**config.mk**
```make
export PLATFORM = sky130hd
export DESIGN_NAME = aud_i2s_player_flat
export DESIGN_NICKNAME = d
export VERILOG_FILES = /design/src/rtl/aud_pkg.sv /design/src/rtl/aud_i2s_player_if.sv /design/src/rtl/aud_lrck_edge.sv /design/src/rtl/aud_i2s_player.sv /design/src/flat_wrapper.sv
export SDC_FILE = /design/constraint.sdc
export NUM_CORES = 1
export LEC_CHECK = 0
export ABC_AREA = 1
export BUFFER_PORTS_ARGS = -buffer_cell sky130_fd_sc_hd__buf_4
export CELL_PAD_IN_SITES_DETAIL_PLACEMENT = 2
export CELL_PAD_IN_SITES_GLOBAL_PLACEMENT = 2
export CORE_ASPECT_RATIO = 1.25
export CORE_MARGIN = 2
export CORE_UTILIZATION = 34
export DETAILED_ROUTE_END_ITERATION = 8
export PLACE_DENSITY_LB_ADDON = 0.1
export SLEW_MARGIN = 10
export SYNTH_ARGS = -nofsm -noshare
export SYNTH_HDL_FRONTEND = slang
export SYNTH_SLANG_ARGS = --single-unit
```
**constraint.sdc**
```tcl
create_clock -name i_clk -period 5.4 [get_ports i_clk]
set_clock_uncertainty 0.1 [all_clocks]
set_input_delay 0.81 -clock i_clk [delete_from_list [all_inputs] [get_ports i_clk]]
set_output_delay 0.81 -clock i_clk [all_outputs]
set_load 0.05 [all_outputs]
```
**src/rtl/aud_pkg.sv**
```systemverilog
`default_nettype none
// ============================================================================
//  Module   : aud_pkg
//  Brief    : Shared audio-path types and constants (player / recorder).
//  Revision : 1.0 - initial release
// ============================================================================
package aud_pkg;

    localparam int   AUD_DATA_W = 16;

    localparam logic LRCK_LEFT  = 1'b0;
    localparam logic LRCK_RIGHT = 1'b1;

    typedef enum logic [1:0] {
        S_IDLE = 2'd0,
        S_WAIT = 2'd1,
        S_SEND = 2'd2,
        S_PAD  = 2'd3
    } aud_state_e;

endpackage
`default_nettype wire

```
**src/rtl/aud_i2s_player_if.sv**
```systemverilog
`default_nettype none
// ============================================================================
//  Module   : aud_i2s_player_if
//  Brief    : DSP-side sample bus and codec-side I2S pins of the player.
//  Revision : 1.0 - initial release
// ============================================================================
interface aud_i2s_player_if
    import aud_pkg::*;
#(
    parameter int DATA_W = AUD_DATA_W
);
    logic              i_en;
    logic              i_daclrck;
    logic [DATA_W-1:0] i_dac_data;
    logic              o_aud_dacdat;
    logic              o_sample_req;
    logic              o_busy;
    logic              o_short_err;

    modport master (
        output i_en, i_daclrck, i_dac_data,
        input  o_aud_dacdat, o_sample_req, o_busy, o_short_err
    );

    modport slave (
        input  i_en, i_daclrck, i_dac_data,
        output o_aud_dacdat, o_sample_req, o_busy, o_short_err
    );
endinterface
`default_nettype wire

```
**src/rtl/aud_lrck_edge.sv**
```systemverilog
`default_nettype none
// ============================================================================
//  Module   : aud_lrck_edge
//  Brief    : Registers codec LRCK on BCLK falling edge, flags channel starts.
//  Revision : 1.0 - initial release
// ============================================================================
module aud_lrck_edge
    import aud_pkg::*;
(
    input  wire logic i_clk,
    input  wire logic i_rst,
    input  wire logic i_lrck,
    output logic      o_left_start,
    output logic      o_right_start
);

    logic r_lrck_q;

    always_ff @(negedge i_clk or posedge i_rst) begin
        if (i_rst) begin
            r_lrck_q <= LRCK_LEFT;
        end else begin
            r_lrck_q <= i_lrck;
        end
    end

    // Starts are combinational so the consumer can act on the detecting edge.
    assign o_left_start  = (r_lrck_q == LRCK_RIGHT) && (i_lrck == LRCK_LEFT);
    assign o_right_start = (r_lrck_q == LRCK_LEFT)  && (i_lrck == LRCK_RIGHT);

endmodule
`default_nettype wire

```
**src/rtl/aud_i2s_player.sv**
```systemverilog
`default_nettype none
// ============================================================================
//  Module   : aud_i2s_player
//  Brief    : Serialises DSP samples MSB-first onto WM8731 DACDAT (I2S).
//  Revision : 1.0 - initial release
// ============================================================================
module aud_i2s_player
    import aud_pkg::*;
#(
    parameter int DATA_W = AUD_DATA_W,
    parameter bit MONO   = 1'b1
) (
    input  wire logic       i_clk,
    input  wire logic       i_rst,
    aud_i2s_player_if.slave bus
);

    localparam int                 c_CNT_W     = $clog2(DATA_W);
    localparam logic [c_CNT_W-1:0] c_CNT_START = c_CNT_W'(DATA_W - 2);

    aud_state_e          r_state;
    aud_state_e          w_state_nxt;
    logic [DATA_W-1:0]   r_hold;
    logic [DATA_W-1:0]   w_hold_nxt;
    logic [c_CNT_W-1:0]  r_cnt;
    logic [c_CNT_W-1:0]  w_cnt_nxt;
    logic                r_dacdat;
    logic                w_dacdat_nxt;
    logic                r_sample_req;
    logic                w_sample_req_nxt;
    logic                r_short_err;
    logic                w_short_err_nxt;

    logic                w_left_start;
    logic                w_right_start;
    logic [DATA_W-1:0]   w_right_word;

    aud_lrck_edge u_lrck_edge (
        .i_clk         (i_clk),
        .i_rst         (i_rst),
        .i_lrck        (bus.i_daclrck),
        .o_left_start  (w_left_start),
        .o_right_start (w_right_start)
    );

    // Right channel source: repeat the held left sample or take a fresh one.
    generate
        if (MONO) begin : g_mono
            assign w_right_word = r_hold;
        end else begin : g_stereo
            assign w_right_word = bus.i_dac_data;
        end
    endgenerate

    always_ff @(negedge i_clk or posedge i_rst) begin
        if (i_rst) begin
            r_state <= S_IDLE;
        end else begin
            r_state <= w_state_nxt;
        end
    end

    always_comb begin
        w_state_nxt      = r_state;
        w_hold_nxt       = r_hold;
        w_cnt_nxt        = r_cnt;
        w_dacdat_nxt     = 1'b0;
        w_sample_req_nxt = 1'b0;
        w_short_err_nxt  = r_short_err;

        case (r_state)
            S_IDLE: begin
                if (bus.i_en) begin
                    w_state_nxt = S_WAIT;
                end
            end

            S_WAIT: begin
                if (!bus.i_en) begin
                    w_state_nxt = S_IDLE;
                end else if (w_left_start) begin
                    w_hold_nxt       = bus.i_dac_data;
                    w_dacdat_nxt     = bus.i_dac_data[DATA_W-1];
                    w_cnt_nxt        = c_CNT_START;
                    w_sample_req_nxt = 1'b1;
                    w_state_nxt      = S_SEND;
                end
            end

            S_SEND, S_PAD: begin
                if (w_left_start || w_right_start) begin
                    // A start while bits remain means the channel was too short.
                    if (r_state == S_SEND) begin
                        w_short_err_nxt = 1'b1;
                    end
                    if (w_right_start) begin
                        w_hold_nxt   = w_right_word;
                        w_dacdat_nxt = w_right_word[DATA_W-1];
                        w_cnt_nxt    = c_CNT_START;
                        w_state_nxt  = S_SEND;
                    end else if (bus.i_en) begin
                        w_hold_nxt       = bus.i_dac_data;
                        w_dacdat_nxt     = bus.i_dac_data[DATA_W-1];
                        w_cnt_nxt        = c_CNT_START;
                        w_sample_req_nxt = 1'b1;
                        w_state_nxt      = S_SEND;
                    end else begin
                        w_state_nxt = S_IDLE;
                    end
                end else if (r_state == S_SEND) begin
                    w_dacdat_nxt = r_hold[r_cnt];
                    if (r_cnt == '0) begin
                        w_state_nxt = S_PAD;
                    end else begin
                        w_cnt_nxt = r_cnt - 1'b1;
                    end
                end
            end

            default: begin
                w_state_nxt = S_IDLE;
            end
        endcase
    end

    always_ff @(negedge i_clk or posedge i_rst) begin
        if (i_rst) begin
            r_hold       <= '0;
            r_cnt        <= '0;
            r_dacdat     <= 1'b0;
            r_sample_req <= 1'b0;
            r_short_err  <= 1'b0;
        end else begin
            r_hold       <= w_hold_nxt;
            r_cnt        <= w_cnt_nxt;
            r_dacdat     <= w_dacdat_nxt;
            r_sample_req <= w_sample_req_nxt;
            r_short_err  <= w_short_err_nxt;
        end
    end

    assign bus.o_aud_dacdat = r_dacdat;
    assign bus.o_sample_req = r_sample_req;
    assign bus.o_busy       = (r_state != S_IDLE);
    assign bus.o_short_err  = r_short_err;

endmodule
`default_nettype wire
```
**src/flat_wrapper.sv**
```systemverilog
// flat-port wrapper written by rule: the top's interface ports become plain ports
module aud_i2s_player_flat import aud_pkg::*;
#(
    parameter int DATA_W = AUD_DATA_W,
    parameter bit MONO   = 1'b1
)
  (i_clk, i_rst, bus_i_en, bus_i_daclrck, bus_i_dac_data, bus_o_aud_dacdat, bus_o_sample_req, bus_o_busy, bus_o_short_err);
  aud_i2s_player_if #(.DATA_W(DATA_W)) bus_i ();
  input  wire logic i_clk;
  input  wire logic i_rst;
  input wire logic [$bits(bus_i.i_en)-1:0] bus_i_en;
  input wire logic [$bits(bus_i.i_daclrck)-1:0] bus_i_daclrck;
  input wire logic [$bits(bus_i.i_dac_data)-1:0] bus_i_dac_data;
  output wire logic [$bits(bus_i.o_aud_dacdat)-1:0] bus_o_aud_dacdat;
  output wire logic [$bits(bus_i.o_sample_req)-1:0] bus_o_sample_req;
  output wire logic [$bits(bus_i.o_busy)-1:0] bus_o_busy;
  output wire logic [$bits(bus_i.o_short_err)-1:0] bus_o_short_err;
  assign bus_i.i_en = bus_i_en;
  assign bus_i.i_daclrck = bus_i_daclrck;
  assign bus_i.i_dac_data = bus_i_dac_data;
  assign bus_o_aud_dacdat = bus_i.o_aud_dacdat;
  assign bus_o_sample_req = bus_i.o_sample_req;
  assign bus_o_busy = bus_i.o_busy;
  assign bus_o_short_err = bus_i.o_short_err;
  aud_i2s_player #(.DATA_W(DATA_W), .MONO(MONO)) u_core (.i_clk(i_clk), .i_rst(i_rst), .bus(bus_i));
endmodule
```
### Yosys cells after proc, flatten, opt, wreduce, memory -nomap -nowiden

Cells that the tools add are included.

| storage, ports and cells | value |
|---|---|
| flip-flop bits (word level) | 26 |
| input port bits | 20 |
| output and inout bits | 4 |

| operators by class | value |
|---|---|
| add/subtract/negate cells | 1 |
| $lt $le $gt $ge | 1 |
| equality and inequality tests | 14 |
| multiplexer cells | 38 |
| bitwise operators | 2 |
| reduce and logical (&&, ||, !) cells | 12 |

Operators with widths:

| cell | count |
|---|---|
| $mux W16 | 5 |
| $pmux W16 S2 | 1 |
| $mux W4 | 7 |
| $mux W2 | 8 |
| $mux W1 | 12 |
| $reduce_and A6 Y1 | 2 |
| $ne A2 B2 Y1 const B | 4 |
| $pmux W4 S2 | 1 |
| $ne A3 B1 Y1 const B | 2 |
| $ne A3 B2 Y1 const B | 2 |
| $pmux W2 S3 | 1 |
| $lt A4 B5 Y1 const B | 1 |
| $bmux W1 S4 | 1 |
| $eq A2 B2 Y1 const B | 2 |
| $logic_not A4 Y1 | 1 |
| $ne A2 B1 Y1 const B | 2 |
| $ne A4 B3 Y1 const B | 1 |
| $pmux W1 S2 | 2 |
| $reduce_and A4 Y1 | 1 |
| $reduce_bool A2 Y1 | 2 |
| $sub A4 B1 Y4 const B | 1 |
| $reduce_and A3 Y1 | 1 |
| $eq A2 B1 Y1 const B | 1 |
| $logic_and A1 B1 Y1 | 2 |
| 4 further kinds | 5 |

### Longest topological paths before layout

| depth | value |
|---|---|
| depth in word-level cells | 5 |
| gate-level depth with buffers | 12 |
| mapped depth without buffers | 10 |

### By module

Synthesis repeated with hierarchy kept, for this count alone.

| second synthesis, totals | value |
|---|---|
| cells, all modules | 176 |
| area, all modules | 1365.1 um2 |

Modules (own cells, without submodules):

| module | instances | cells each | area each (um2) |
|---|---|---|---|
| aud_i2s_player | 1 | 170 | 1321.3 |
| aud_lrck_edge | 1 | 6 | 43.8 |

==> impl_metrics.py <==
metrics = {
    "critical_path": {
        "cp_max_fo": 7,
        "crit_path_end_kind": "primary output",
        "cp-start-kind": "flop",
        "crit_arrival_ns": 3.92,
        "worstPathRequired_ns": 4.49,
        "path_class": "flop to primary output",
    },
    "timing": {
        "setup_violations": 0,
        "maxSlewViolCount": 0,
        "grt_setup_unrepaired": "no",
        "setup_tns_ns": 0,
        "timing_hold_violations_final": 0,
        "relSlewSlack_pct": 63.83,
        "tightest_slew_ns": 0.5407,
    },
    "route": {
        "ant_nets": 0,
        "firstDrtPassIters": 4,
        "route.vias.total": 1152,
        "vias_per_cell": 4.760,
        "drt_wl_total_um": 3340,
        "drc": 0,
        "drt_iter0_markers": 24,
        "wl_per_cell_um": 13.80,
    },
    "power": {
        "p_per_area_nw_per_um2": 509.8,
        "seq_power_share_pct": 42.5,
        "max-vdd-ir-drop_mv": 0.1812,
        "p_sw_share_pct": 43.04,
        "p_comb_share_pct": 43.8,
        "clockPowerShare_pct": 13.7,
        "power_leakage_nw": 0.8060,
        "intPower_mw": 0.4621,
        "p_switching_mw": 0.3492,
    },
    "global_routing": {
        "grt_usage_pct": 17.41,
        "grt_first_pass_wirelength_um": 5865,
        "top_usage_layer": "met2",
        "antenna_found_initial": 0,
        "gr-usage-met2_pct": 33.57,
        "grt_max_degree": 34,
        "met3_usage_pct": 2.087,
        "grt_pass1_vias": 1296,
        "use_met1_pct": 19.07,
        "overflow": 0,
    },
    "layout": {
        "final_cell_mix": "nand2_1, inv_1, dfrtn_1",
        "num_antenna_cells": 0,
        "fin_util_pct": 42.05,
        "drive_gt1_share_pct": 17.55,
        "final_common_cell": "nand2_1",
        "synthToLayoutAreaGrowth_pct": 18.11,
        "fillers": 442,
        "fin_nets": 213,
    },
    "cts": {
        "h-tree-depth": 1,
        "post_cts_buffers": 0,
        "cts_resized": 0,
        "clockBufferDepth": 2,
        "clk_transition_reported_paths_ns": 0.06,
        "cts-buffers-inserted": 3,
        "hold_buffers": 0,
        "tritoncts": "yes",
        "clock_latency_ns": 0.28,
        "clockRootBuffer": "clkbuf_8",
        "clock_sink_count": 26,
    },
    "yosys": {
        "yosys.area.top_type": "dfrtn_1",
        "synth_top_cell_area_share_pct": 48.28,
        "syn_avg_cell_area_um2": 8.118,
        "synthesis.nets": 189,
        "yosysWarnings": 0,
        "syn_area_um2": 1348,
        "seq_area_frac_synth_pct": 48.28,
        "synth.area.top_cells": "dfrtn_1, nand2_1, nand3_1, inv_1, o21ai_0",
        "ys_async_sr_fraction_pct": 100.0,
        "synth-seq-cells": 26,
        "synth_cells": 166,
        "yosysUniqueCellTypes": 22,
        "synth_edf_count": 0,
        "ys.flop_type": "dfrtn_1",
    },
    "floorplan": {
        "die_area_um2": 4486,
        "io-pin-count": 24,
        "fp.dieW_um": 60.31,
        "core_um2": 3785,
        "row_count": 25,
        "initial_core_util_pct": 35.60,
        "die_h_um": 74.39,
    },
    "placement": {
        "place_congestion": 0.7712,
        "io_buffers": 23,
        "dp_hpwl_um": 2597,
    },
    "run": {
        "maxCapViolCount": 0,
    },
    "min_path": {
        "hold_path_class": "flop to flop",
    },
    "status": {
        "status": "finished clean",
    },
}
-- per-layer routing --
metal	vias to the layer above	share of wire (%)
li1	572	-
met1	561	41
met2	15	55
met3	4	2.2
met4	0	1.3
met5	-	0
-- cell families after synthesis --
logic type / count (synthesis) / synth area share [%]
and+or+nand+nor: 74 / 24.23
buffers and inverters: 34 / 11.61
AOI/OAI and AO/OA: 28 / 12.44
DFF: 26 / 48.28
adders and majority gates: 3 / 2.786
xor gates and xnor gates: 1 / 0.6501
-- worst max-delay path, cell delays in order, from the launching register on --
cell     delay, ns
dfrtn_1       0.56
nor2_1        0.10
inv_1         0.08
buf_4         0.19
-- path summary, 6_finish.rpt --
| path | slack (ns) | to | depth (start not counted) | start |
|---|---|---|---|---|
| setup reg to reg | 3.46 | u_core.r_cnt[2]$_DFFE_NP0P_ | 8 | u_core.r_cnt[0]$_DFFE_NP0P_ |
| setup / recovery | 0.57 | bus_o_busy | 3 | u_core.r_state[0]$_DFFE_NP0P_ |
| hold / removal | 0.31 | u_core.bus.o_short_err$_DFFE_NP0P_ | 1 | u_core.bus.o_short_err$_DFFE_NP0P_ |
| max in group asynchronous | 1.83 | u_core.r_hold[7]$_DFFE_NP0P_ | 3 | i_rst |
| hold reg to reg | 0.31 | u_core.bus.o_short_err$_DFFE_NP0P_ | 1 | u_core.bus.o_short_err$_DFFE_NP0P_ |
| min in group asynchronous | 3.07 | u_core.bus.o_aud_dacdat$_DFF_NP0_ | 3 | i_rst |
-- layout make-up --
type / count / area (µm²) / share of cell area, %
Sequential cell: 26 / 650.6 / 40.88
Inverter: 29 / 111.4 / 6.997
Timing Repair Buffer: 24 / 180.2 / 11.32
Tap cell: 54 / 67.56 / 4.245
Clock buffer: 3 / 41.29 / 2.594
Multi-Input combinational cell: 106 / 540.5 / 33.96
-- power groups by stage --
| stage | clock network, mW | logic [mW] | registers [mW] |
|---|---|---|---|
| 3_5_place_dp | 0 | 0.365 | 0.352 |
| 2_1_floorplan | 0 | 0.271 | 0.347 |
| 5_1_grt | 0.122 | 0.417 | 0.359 |
| 4_1_cts | 0.115 | 0.366 | 0.348 |
| 6_report | 0.111 | 0.356 | 0.345 |
| 3_3_place_gp | 0 | 0.349 | 0.346 |
-- state kept, by name, summed over array words and instances, names as in the netlist --
name	cells
u_core.bus.o_aud_dacdat	1
u_core.bus.o_sample_req	1
u_core.bus.o_short_err	1
u_core.r_cnt	4
u_core.r_hold	16
u_core.r_state	2
u_core.u_lrck_edge.r_lrck_q	1
-- synthesized netlist by cell type, types with 2 or more instances --
cell type	count
dfrtn_1	26
ha_1	3
nor2_1	5
o31ai_1	2
inv_1	27
nand2_1	45
o21ai_0	16
o21ai_1	5
buf_6	2
buf_4	3
nand3_1	21
-- through the flow --
step                total power [mW]  area (µm²)  hold slack, ns  setup WS (ns)  instances
finish                        0.8113        1592          0.3110         0.5731        242
global route                  0.8982        1592          0.3450         0.3902        242
CTS                           0.8292        1592          0.3125         0.5595        242
detailed placement            0.7165        1550          0.3105         0.2716        239
global placement              0.6952        1550          0.3093         0.3124        239
floorplan                     0.6177        1348          0.3468         0.5662        166
Note: power is estimated with default switching activity, not from simulation.
